<file path="src/rtl/mem_arb_pkg.sv">
// Shared types and encodings for the single-port RAM arbiter.
// FSM states, access-size / direction codes, grant codes and small helpers.
package mem_arb_pkg;

    typedef enum logic [1:0] {
        IDLE  = 2'd0,
        GNT_I = 2'd1,
        GNT_D = 2'd2,
        DONE  = 2'd3
    } arb_state_t;

    typedef logic [1:0] size_t;
    typedef logic [1:0] grant_t;

    localparam size_t SZ_BYTE = 2'b00;
    localparam size_t SZ_HALF = 2'b01;
    localparam size_t SZ_WORD = 2'b10;

    localparam logic RW_READ  = 1'b1;
    localparam logic RW_WRITE = 1'b0;

    localparam grant_t GRANT_NONE = 2'b00;
    localparam grant_t GRANT_IF   = 2'b01;
    localparam grant_t GRANT_D    = 2'b10;

    // The reserved size code 11 goes to the RAM as a plain word access.
    function automatic size_t norm_size(input size_t sz);
        case (sz)
            SZ_BYTE: return SZ_BYTE;
            SZ_HALF: return SZ_HALF;
            default: return SZ_WORD;
        endcase
    endfunction

    function automatic int cnt_width(input int max_val);
        return (max_val < 2) ? 1 : $clog2(max_val + 1);
    endfunction

endpackage

</file>
<file path="src/rtl/mem_port_arbiter_if.sv">
// Requester + RAM bus bundle around the arbiter; slave = arbiter view, master = CPU/RAM view.
// All arbiter outputs are registered; requests are levels held until the matching ack.
interface mem_port_arbiter_if;
    import mem_arb_pkg::*;

    logic        if_req;
    logic [31:0] if_addr;
    logic        if_ack;
    logic [31:0] if_rdata;

    logic        d_req;
    logic        d_rw;
    size_t       d_size;
    logic [31:0] d_addr;
    logic [31:0] d_wdata;
    logic        d_ack;
    logic [31:0] d_rdata;

    logic        mem_mov;
    logic        mem_rw;
    size_t       mem_size;
    logic [31:0] mem_addr;
    logic [31:0] mem_wdata;
    logic        mem_moc;
    logic [31:0] mem_rdata;

    grant_t      grant;
    logic        timeout_err;

    modport slave (
        input  if_req, if_addr, d_req, d_rw, d_size, d_addr, d_wdata, mem_moc, mem_rdata,
        output if_ack, if_rdata, d_ack, d_rdata, mem_mov, mem_rw, mem_size, mem_addr,
               mem_wdata, grant, timeout_err
    );

    modport master (
        output if_req, if_addr, d_req, d_rw, d_size, d_addr, d_wdata, mem_moc, mem_rdata,
        input  if_ack, if_rdata, d_ack, d_rdata, mem_mov, mem_rw, mem_size, mem_addr,
               mem_wdata, grant, timeout_err
    );

endinterface

</file>
<file path="src/rtl/arb_sat_counter.sv">
// Saturating up-counter with synchronous clear (clear beats increment); 1-cycle update.
// No backpressure: increments past MAX are dropped.
module arb_sat_counter #(
    parameter int WIDTH = 4,
    parameter int MAX   = 15
) (
    input  logic             clk,
    input  logic             rst_n,
    input  logic             i_clr,
    input  logic             i_inc,
    output logic [WIDTH-1:0] o_cnt
);
    localparam logic [WIDTH-1:0] MAX_V = WIDTH'(MAX);

    logic [WIDTH-1:0] r_cnt;

    always_ff @(posedge clk or negedge rst_n) begin
        if (!rst_n) begin
            r_cnt <= '0;
        end else if (i_clr) begin
            r_cnt <= '0;
        end else if (i_inc && (r_cnt != MAX_V)) begin
            r_cnt <= r_cnt + WIDTH'(1);
        end
    end

    assign o_cnt = r_cnt;

endmodule

</file>
<file path="src/rtl/mem_port_arbiter.sv">
// Shares one RAM port between fetch and data; 3 cycles request->ack, 4 cycles per back-to-back access.
// Requests are held levels, sampled only in IDLE; a missing MOC is aborted after TIMEOUT_CYC cycles.
module mem_port_arbiter
    import mem_arb_pkg::*;
#(
    parameter int STARVE_MAX  = 4,
    parameter int TIMEOUT_CYC = 64
) (
    input logic               clk,
    input logic               reset,
    mem_port_arbiter_if.slave arb_bus
);
    localparam int SW = cnt_width(STARVE_MAX);
    localparam int TW = cnt_width(TIMEOUT_CYC);
    localparam logic [SW-1:0] STARVE_FULL = SW'(STARVE_MAX);
    localparam logic [TW-1:0] TO_LAST     = TW'(TIMEOUT_CYC - 1);
    localparam bit            TO_EN       = (TIMEOUT_CYC != 0);

    arb_state_t  r_state, w_state_nxt;
    logic        r_mov, w_mov_nxt;
    logic        r_rw, w_rw_nxt;
    size_t       r_size, w_size_nxt;
    logic [31:0] r_addr, w_addr_nxt;
    logic [31:0] r_wdata, w_wdata_nxt;
    logic        r_if_ack, w_if_ack_nxt;
    logic [31:0] r_if_rdata, w_if_rdata_nxt;
    logic        r_d_ack, w_d_ack_nxt;
    logic [31:0] r_d_rdata, w_d_rdata_nxt;
    grant_t      r_grant, w_grant_nxt;
    logic        r_to_err, w_to_err_nxt;

    logic          w_st_clr, w_st_inc, w_to_clr, w_to_inc;
    logic [SW-1:0] w_starve_cnt;
    logic [TW-1:0] w_to_cnt;
    logic          w_starve_full, w_to_hit;

    arb_sat_counter #(.WIDTH(SW), .MAX(STARVE_MAX)) u_starve_cnt (
        .clk   (clk),
        .rst_n (reset),
        .i_clr (w_st_clr),
        .i_inc (w_st_inc),
        .o_cnt (w_starve_cnt)
    );

    arb_sat_counter #(.WIDTH(TW), .MAX(TIMEOUT_CYC)) u_timeout_cnt (
        .clk   (clk),
        .rst_n (reset),
        .i_clr (w_to_clr),
        .i_inc (w_to_inc),
        .o_cnt (w_to_cnt)
    );

    assign w_starve_full = (w_starve_cnt == STARVE_FULL);
    // Counter holds the number of MOC-less cycles already spent; this is the last allowed one.
    assign w_to_hit      = TO_EN && (w_to_cnt == TO_LAST);

    always_comb begin
        w_state_nxt    = r_state;
        w_mov_nxt      = r_mov;
        w_rw_nxt       = r_rw;
        w_size_nxt     = r_size;
        w_addr_nxt     = r_addr;
        w_wdata_nxt    = r_wdata;
        w_if_ack_nxt   = 1'b0;
        w_if_rdata_nxt = r_if_rdata;
        w_d_ack_nxt    = 1'b0;
        w_d_rdata_nxt  = r_d_rdata;
        w_grant_nxt    = r_grant;
        w_to_err_nxt   = r_to_err;
        w_st_clr       = 1'b0;
        w_st_inc       = 1'b0;
        w_to_clr       = 1'b0;
        w_to_inc       = 1'b0;

        case (r_state)
            IDLE: begin
                if (arb_bus.d_req && !(arb_bus.if_req && w_starve_full)) begin
                    w_state_nxt = GNT_D;
                    w_mov_nxt   = 1'b1;
                    w_rw_nxt    = arb_bus.d_rw;
                    w_size_nxt  = norm_size(arb_bus.d_size);
                    w_addr_nxt  = arb_bus.d_addr;
                    w_wdata_nxt = arb_bus.d_wdata;
                    w_grant_nxt = GRANT_D;
                    w_to_clr    = 1'b1;
                    w_st_inc    = arb_bus.if_req;
                end else if (arb_bus.if_req) begin
                    w_state_nxt = GNT_I;
                    w_mov_nxt   = 1'b1;
                    w_rw_nxt    = RW_READ;
                    w_size_nxt  = SZ_WORD;
                    w_addr_nxt  = arb_bus.if_addr;
                    w_wdata_nxt = '0;
                    w_grant_nxt = GRANT_IF;
                    w_to_clr    = 1'b1;
                    w_st_clr    = 1'b1;
                end
            end

            GNT_I, GNT_D: begin
                // MOC is tested first so a completion on the expiry cycle still delivers data.
                if (arb_bus.mem_moc || w_to_hit) begin
                    w_state_nxt = DONE;
                    w_mov_nxt   = 1'b0;
                    w_grant_nxt = GRANT_NONE;
                    if (r_state == GNT_I) begin
                        w_if_ack_nxt   = 1'b1;
                        w_if_rdata_nxt = arb_bus.mem_moc ? arb_bus.mem_rdata : '0;
                    end else begin
                        w_d_ack_nxt = 1'b1;
                        if (!arb_bus.mem_moc) begin
                            w_d_rdata_nxt = '0;
                        end else if (r_rw == RW_READ) begin
                            w_d_rdata_nxt = arb_bus.mem_rdata;
                        end
                    end
                    if (!arb_bus.mem_moc) begin
                        w_to_err_nxt = 1'b1;
                    end
                end else begin
                    w_to_inc = 1'b1;
                end
            end

            default: begin
                w_state_nxt = IDLE;
            end
        endcase
    end

    always_ff @(posedge clk or negedge reset) begin
        if (!reset) begin
            r_state    <= IDLE;
            r_mov      <= 1'b0;
            r_rw       <= 1'b0;
            r_size     <= '0;
            r_addr     <= '0;
            r_wdata    <= '0;
            r_if_ack   <= 1'b0;
            r_if_rdata <= '0;
            r_d_ack    <= 1'b0;
            r_d_rdata  <= '0;
            r_grant    <= GRANT_NONE;
            r_to_err   <= 1'b0;
        end else begin
            r_state    <= w_state_nxt;
            r_mov      <= w_mov_nxt;
            r_rw       <= w_rw_nxt;
            r_size     <= w_size_nxt;
            r_addr     <= w_addr_nxt;
            r_wdata    <= w_wdata_nxt;
            r_if_ack   <= w_if_ack_nxt;
            r_if_rdata <= w_if_rdata_nxt;
            r_d_ack    <= w_d_ack_nxt;
            r_d_rdata  <= w_d_rdata_nxt;
            r_grant    <= w_grant_nxt;
            r_to_err   <= w_to_err_nxt;
        end
    end

    assign arb_bus.mem_mov     = r_mov;
    assign arb_bus.mem_rw      = r_rw;
    assign arb_bus.mem_size    = r_size;
    assign arb_bus.mem_addr    = r_addr;
    assign arb_bus.mem_wdata   = r_wdata;
    assign arb_bus.if_ack      = r_if_ack;
    assign arb_bus.if_rdata    = r_if_rdata;
    assign arb_bus.d_ack       = r_d_ack;
    assign arb_bus.d_rdata     = r_d_rdata;
    assign arb_bus.grant       = r_grant;
    assign arb_bus.timeout_err = r_to_err;

endmodule
</file>
<file path="src/flat_wrapper.sv">
// flat-port wrapper written by rule: the top's interface ports become plain ports
module mem_port_arbiter_flat import mem_arb_pkg::*;
#(
    parameter int STARVE_MAX  = 4,
    parameter int TIMEOUT_CYC = 64
)
  (clk, reset, arb_bus_if_req, arb_bus_if_addr, arb_bus_d_req, arb_bus_d_rw, arb_bus_d_size, arb_bus_d_addr, arb_bus_d_wdata, arb_bus_mem_moc, arb_bus_mem_rdata, arb_bus_if_ack, arb_bus_if_rdata, arb_bus_d_ack, arb_bus_d_rdata, arb_bus_mem_mov, arb_bus_mem_rw, arb_bus_mem_size, arb_bus_mem_addr, arb_bus_mem_wdata, arb_bus_grant, arb_bus_timeout_err);
  mem_port_arbiter_if arb_bus_i ();
  input logic clk;
  input logic reset;
  input wire logic [$bits(arb_bus_i.if_req)-1:0] arb_bus_if_req;
  input wire logic [$bits(arb_bus_i.if_addr)-1:0] arb_bus_if_addr;
  input wire logic [$bits(arb_bus_i.d_req)-1:0] arb_bus_d_req;
  input wire logic [$bits(arb_bus_i.d_rw)-1:0] arb_bus_d_rw;
  input wire logic [$bits(arb_bus_i.d_size)-1:0] arb_bus_d_size;
  input wire logic [$bits(arb_bus_i.d_addr)-1:0] arb_bus_d_addr;
  input wire logic [$bits(arb_bus_i.d_wdata)-1:0] arb_bus_d_wdata;
  input wire logic [$bits(arb_bus_i.mem_moc)-1:0] arb_bus_mem_moc;
  input wire logic [$bits(arb_bus_i.mem_rdata)-1:0] arb_bus_mem_rdata;
  output wire logic [$bits(arb_bus_i.if_ack)-1:0] arb_bus_if_ack;
  output wire logic [$bits(arb_bus_i.if_rdata)-1:0] arb_bus_if_rdata;
  output wire logic [$bits(arb_bus_i.d_ack)-1:0] arb_bus_d_ack;
  output wire logic [$bits(arb_bus_i.d_rdata)-1:0] arb_bus_d_rdata;
  output wire logic [$bits(arb_bus_i.mem_mov)-1:0] arb_bus_mem_mov;
  output wire logic [$bits(arb_bus_i.mem_rw)-1:0] arb_bus_mem_rw;
  output wire logic [$bits(arb_bus_i.mem_size)-1:0] arb_bus_mem_size;
  output wire logic [$bits(arb_bus_i.mem_addr)-1:0] arb_bus_mem_addr;
  output wire logic [$bits(arb_bus_i.mem_wdata)-1:0] arb_bus_mem_wdata;
  output wire logic [$bits(arb_bus_i.grant)-1:0] arb_bus_grant;
  output wire logic [$bits(arb_bus_i.timeout_err)-1:0] arb_bus_timeout_err;
  assign arb_bus_i.if_req = arb_bus_if_req;
  assign arb_bus_i.if_addr = arb_bus_if_addr;
  assign arb_bus_i.d_req = arb_bus_d_req;
  assign arb_bus_i.d_rw = arb_bus_d_rw;
  assign arb_bus_i.d_size = arb_bus_d_size;
  assign arb_bus_i.d_addr = arb_bus_d_addr;
  assign arb_bus_i.d_wdata = arb_bus_d_wdata;
  assign arb_bus_i.mem_moc = arb_bus_mem_moc;
  assign arb_bus_i.mem_rdata = arb_bus_mem_rdata;
  assign arb_bus_if_ack = arb_bus_i.if_ack;
  assign arb_bus_if_rdata = arb_bus_i.if_rdata;
  assign arb_bus_d_ack = arb_bus_i.d_ack;
  assign arb_bus_d_rdata = arb_bus_i.d_rdata;
  assign arb_bus_mem_mov = arb_bus_i.mem_mov;
  assign arb_bus_mem_rw = arb_bus_i.mem_rw;
  assign arb_bus_mem_size = arb_bus_i.mem_size;
  assign arb_bus_mem_addr = arb_bus_i.mem_addr;
  assign arb_bus_mem_wdata = arb_bus_i.mem_wdata;
  assign arb_bus_grant = arb_bus_i.grant;
  assign arb_bus_timeout_err = arb_bus_i.timeout_err;
  mem_port_arbiter #(.STARVE_MAX(STARVE_MAX), .TIMEOUT_CYC(TIMEOUT_CYC)) u_core (.clk(clk), .reset(reset), .arb_bus(arb_bus_i));
endmodule
</file>
<file path="config.mk">
export PLATFORM = sky130hd
export DESIGN_NAME = mem_port_arbiter_flat
export DESIGN_NICKNAME = d
export VERILOG_FILES = /design/src/rtl/mem_arb_pkg.sv /design/src/rtl/mem_port_arbiter_if.sv /design/src/rtl/arb_sat_counter.sv /design/src/rtl/mem_port_arbiter.sv /design/src/flat_wrapper.sv
export SDC_FILE = /design/constraint.sdc
export NUM_CORES = 1
export LEC_CHECK = 0
export CAP_MARGIN = 40
export CORE_MARGIN = 4
export CORE_UTILIZATION = 40
export CTS_BUF_LIST = sky130_fd_sc_hd__clkbuf_2 sky130_fd_sc_hd__clkbuf_4 sky130_fd_sc_hd__clkbuf_8
export DETAILED_ROUTE_END_ITERATION = 10
export GPL_TIMING_DRIVEN = 0
export PLACE_DENSITY = 0.77
export SLEW_MARGIN = 15
export SYNTH_ARGS = -nofsm -noshare
export SYNTH_HDL_FRONTEND = slang
export SYNTH_SLANG_ARGS = --single-unit
</file>
<file path="constraint.sdc">
create_clock -name clk -period 5.7 [get_ports clk]
set_clock_uncertainty 0.2 [all_clocks]
set_input_delay 0.855 -clock clk [delete_from_list [all_inputs] [get_ports clk]]
set_output_delay 0.855 -clock clk [all_outputs]
set_load 0.01 [all_outputs]
</file>
After elaboration in Yosys (flattened, before gate mapping). Index checks and enable logic that the tools add are counted.

Flip-flop bits (word level): 149. Output and inout bits: 137. Input port bits: 136.

Reduce and logical (&&, ||, !) cells: 19. Mux-type cells: 40. Add/sub/neg operators: 2. Equality and inequality tests: 10. Bitwise operators: 2.

Operators by type and width (number): 2-to-1 mux 32 bit (7); 2-to-1 mux 1 bit (19); 2-to-1 mux 7 bit (2); 2-to-1 mux 2 bit (6); case mux 2 bit (2 select lines) (3); AND reduction 3 bit (3); nonzero test 2 bit (4); adder 7 x 1 -> 7 bit (second input constant) (1); equality test 7 x 6 -> 1 bit (second input constant) (1); != test 7 bit (second input constant) (1); 2-to-1 mux 3 bit (2); equality test 2 x 1 -> 1 bit (second input constant) (2); logical AND 1 bit (4); zero test 2 bit (2); != test 2 x 1 -> 1 bit (second input constant) (2); AND reduction 2 bit (2); AND reduction 4 bit (1); adder 3 x 1 -> 3 bit (second input constant) (1); equality test 3 bit (second input constant) (1); != test 3 x 2 -> 1 bit (second input constant) (1); != test 3 bit (second input constant) (1); equality test 2 bit (second input constant) (1); NOT 1 bit (2); case mux 1 bit (2 select lines) (1); 3 further kinds (3).

Longest topological paths before layout.
Depth after elaboration: 9. Mapped depth: 8. Depth with buffers taken out: 6.

By module. From an unflattened synthesis, not the netlist that was laid out.

Cell total of the unflattened synthesis: 579. Area, all modules: 6532.5 um^2.

Modules (own cells, without submodules): mem_port_arbiter (cells each 518, instances 1, area each 5911.9 um^2, sequential area each 3478.3 um^2); arb_sat_counter at u_core.u_timeout_cnt (cells each 44, instances 1, area each 426.7 um^2, sequential area each 175.2 um^2); arb_sat_counter at u_core.u_starve_cnt (cells each 17, instances 1, area each 193.9 um^2, sequential area each 75.1 um^2).

Worst setup path after synthesis. OpenSTA, ideal clock, no wires.

Path type: input port to flip-flop. From: in arb_bus_if_req. To: reg u_core.r_rw, in the netlist u_core.arb_bus.mem_rw. Path buffers: 2. Setup time: 0.126 ns. Required time: 5.374 ns. Arrival time: 1.700 ns. Cell stages on the path: 5. Setup slack: 3.674 ns. Path through: and3_4 nand2b_4 buf_8 buf_8 o32a_1.

Word-level cells in the longest chain between the ends: 5. Elaborated cells on any way between the ends: 6.

Ends and longest elaborated chain: from (decl) (line flat_wrapper.sv:11) `input wire logic [$bits(arb_bus_i.if_req)-1:0] arb_bus_if_req;`; logical AND 1 bit (line mem_port_arbiter.sv:77) `if (arb_bus.d_req && !(arb_bus.if_req && w_starve_full)) begin`; zero test 1 bit (line mem_port_arbiter.sv:77); logical AND 1 bit (line mem_port_arbiter.sv:77); nonzero test 2 bit (no source line); AND reduction 2 bit (no source line); to (signal assigned) (line mem_port_arbiter.sv:148) `r_rw <= w_rw_nxt;`; to (decl) (line mem_port_arbiter.sv:21) `logic r_rw, w_rw_nxt;`.

Parallel ways exist; a longest one is shown, timed or not. A chain may end at the register's enable or synchronous reset.

Worst setup path in the final report.
From: in arb_bus_if_req. To: reg u_core.u_timeout_cnt.r_cnt[6], in the netlist u_core.u_timeout_cnt.o_cnt[6].

Word-level cells in the longest chain between the ends: 6. Elaborated cells on any way between the ends: 8.

Ends and longest elaborated chain: logical AND 1 bit (line mem_port_arbiter.sv:77); zero test 1 bit (line mem_port_arbiter.sv:77); logical AND 1 bit (line mem_port_arbiter.sv:77); 2-to-1 mux 1 bit (*) (line mem_port_arbiter.sv:77); 2-to-1 mux 1 bit (*) (line mem_port_arbiter.sv:75) `case (r_state)`; 2-to-1 mux 7 bit or nonzero test 2 bit (tied branches); to (signal assigned) (line arb_sat_counter.sv:23) `r_cnt <= r_cnt + WIDTH'(1);`; to (decl) (line arb_sat_counter.sv:15) `logic [WIDTH-1:0] r_cnt;`.

Every way passes the cells marked *; elsewhere a longest branch is shown, timed or not.

==> flow_summary.ini <==
[timing]
hold_viol_final = 0
setup_viol = 0
tns_ps = 0
fin_hold_ws_ps = 71.6
relSlewSlack_pct = 55.8
fmax_mhz = 395
maxSlewViolCount = 0
worst_pin_slew_ps = 661
finalWorstSetupSlack_ps = 3170
period_needed_ps = 2530
period_share_pct = 44.4
rsz0062_at_grt = false

[setup_path]
regToRegSetupSlack_ps = 3470
critPathCapture = u_core.u_timeout_cnt.o_cnt[6]
r2r_start = u_core.r_state[0]
worst_r2r_endpoint = u_core.arb_bus.d_rdata[22]
crit_type = primary input to register
crit_path_max_fanout = 10
r2r_cells = 7
critPathRequiredTime_ps = 5870
cp-end-kind = register
cp-start-kind = primary input
critPathLaunch = arb_bus_if_req
arrival_ps = 2700

[synthesis]
netlist_area_sq_mm = 0.00606
netlist.area_leader.share_pct = 61.5
synth-main-ff-cell = dfrtp_1
yosysUniqueCellTypes = 45
syn_avg_cell_area_sq_um = 12.8
yosysSeqAreaShare_pct = 61.5
ys_ff_latch = 149
ys_warn_count = 0
async_flop_share_pct = 100
synth-edff-count = 0
synth_cells = 472
yosysTopAreaCell = dfrtp_1
yosys-top-cells-count = 149 x dfrtp_1, 96 x a22o_1, 39 x nand2_1, 34 x mux2i_1, 34 x o21ai_1
syn_nets = 616
synthTopCellsByArea = dfrtp_1 62%, a22o_1 14%, mux2i_1 5.6%, o21ai_1 2.8%, nand2_1 2.4%
synth.most_common_cell = dfrtp_1

[global_route]
grt_pass1_vias = 5200
grt_max_degree = 112
antenna_found_initial = 0
gr-total-overflow = 0
grt_use_total_pct = 20.8
grt_pass1_wl_um = 27600

[floorplan]
ios = 273
dieHeight_um = 131
start_util_pct = 41.2
die_w_um = 131
dieArea_sq_mm = 0.0172
coreArea_sq_mm = 0.0147
num_rows = 44

[route]
final_antenna_net_count = 0
finalWirelength_um = 18200
viasPerCell = 5.27
dr.pass1.iters = 4
vias = 5063
drc = 0
wire_per_inst_um = 18.9
drt-initial-drc-count = 160

[clocking]
cts-htree-levels = 4
clock_sinks = 149
cts_resized = 0
clock_latency_ps = 450
clk_path_buf_depth = 2
holdBufCountCts = 0
postCtsSetupBuffers = 0
cts_tree = built
clockRootBuffer = clkbuf_8
cts_buffers = 17
clk_pin_slew_ps = 80

[pwr]
clkPwrFrac_pct = 17.2
comb_power_share_pct = 46.8
switching_share_pct = 35.3
p_int_mw = 3.23
leakagePower_nw = 4.25
irDropWorstVdd_v = 0.000254
pwr-share-seq_pct = 36.0
p_sw_mw = 1.76
power.density_mw_per_mm2 = 527

[final_layout]
areaGrowthSynthToFinish_pct = 56.0
n_antenna_cell = 0
final_nets = 908
drive_above_1_share_pct = 8.37

[placement]
io_buffers = 272
place_hpwl_um = 13700
place_ws_ps = 2680
gp_congestion = 0.850

[worst_hold_path]
hold_class = primary input to async pin

[flow_run]
drv_cap = 0

[status]
outcome = completed
## power groups by stage
stage,clock network [mW],logic [mW],registers [mW]
6_report,0.856,2.33,1.80
4_1_cts,0.869,2.37,1.79
3_5_place_dp,0,2.36,1.81
3_3_place_gp,0,2.29,1.79
2_1_floorplan,0,0.870,1.98
5_1_grt,0.920,2.52,1.84
## sequential cells by signal, summed over array words and instances, names as in the netlist, 2 cells and up
register and cells:
u_core.u_timeout_cnt.o_cnt 7, u_core.arb_bus.d_rdata 32, u_core.arb_bus.if_rdata 32, u_core.arb_bus.grant 2
u_core.u_starve_cnt.o_cnt 3, u_core.arb_bus.mem_addr 32, u_core.arb_bus.mem_wdata 32, u_core.r_state 2
u_core.arb_bus.mem_size 2
## through the flow
stage / area [sq um] / util (%) / cells / power (mW)
floorplan: 6060 / - / 472 / 2.85
global placement: 9010 / 61.3 / 928 / 4.08
detailed placement: 9050 / 61.5 / 929 / 4.16
CTS: 9460 / 64.3 / 961 / 5.03
global route: 9460 / 64.3 / 961 / 5.28
finish: 9460 / 64.3 / 961 / 4.99
## logic make-up after synthesis
kind of cell    count (synthesis)  share of synthesized area (%)
xor+xnor                        1                          0.145
fa+ha+maj                       8                           1.65
mux                            35                           5.86
flops                         149                           61.5
buf+inv                        45                           4.15
compound gates                160                           20.6
simple gates                   74                           6.07
## layer usage
| metal | GRT usage [%] | wire [um] |
|---|---|---|
| met2 | 34.1 | 8590 |
| met5 | 0 | 0 |
| met1 | 25.0 | 7270 |
| met3 | 9.56 | 2050 |
| met4 | 5.57 | 264 |
## cell type report
class | count | area, sq um
plain buffers | 33 | 206
fillers | 1126 | 5240
multi-input cells | 278 | 2080
clock inverters | 14 | 164
well taps | 184 | 230
repair buffers | 273 | 2760
inverters | 12 | 45.0
flip-flops and latches | 149 | 3730
clock buffers | 18 | 248
## worst max-delay path: stages
cell and delay (ps):
clkdlybuf4s50_1 530, o21ai_2 490, clkbuf_1 540, nand2_1 110
a41oi_1 170
## worst min path at each step
| stage | from | endpoint | slack [ps] | cells past startpoint |
|---|---|---|---|---|
| finish | reset | u_core.arb_bus.d_rdata[4] | 70 | 1 |
| CTS | reset | u_core.arb_bus.d_rdata[2] | 60 | 1 |
| global route | reset | u_core.arb_bus.d_rdata[2] | 50 | 1 |
| global placement | u_core.arb_bus.timeout_err | u_core.arb_bus.timeout_err | 240 | 1 |
| detailed placement | u_core.arb_bus.timeout_err | u_core.arb_bus.timeout_err | 250 | 1 |
| floorplan | u_core.u_starve_cnt.o_cnt[2] | u_core.u_starve_cnt.o_cnt[2] | 250 | 1 |
## placed cells by master, fill, tap and decap left out, types with 2 or more instances in the layout
cell type / netlist / final
nor2_1: 12 / 12
o21ai_1: 34 / 34
o21ai_0: 6 / 6
nand2b_1: 4 / 4
buf_2: 16 / 16
a21o_1: 2 / 2
inv_1: 12 / 12
clkdlybuf4s50_1: 0 / 271
clkbuf_8: 0 / 18
nand2_1: 39 / 39
nor3_1: 3 / 3
ha_1: 8 / 8
inv_6: 0 / 6
clkbuf_1: 11 / 11
a22o_1: 96 / 96
clkinv_4: 0 / 2
o2bb2ai_1: 3 / 3
buf_8: 2 / 3
clkinvlp_4: 0 / 3
nand3_1: 4 / 4
dfrtp_1: 149 / 149
mux2i_1: 34 / 34
a21oi_1: 7 / 7
buf_12: 2 / 2
bufinv_16: 0 / 2
nand4_1: 3 / 3
Note: power is estimated with default switching activity, not from simulation.
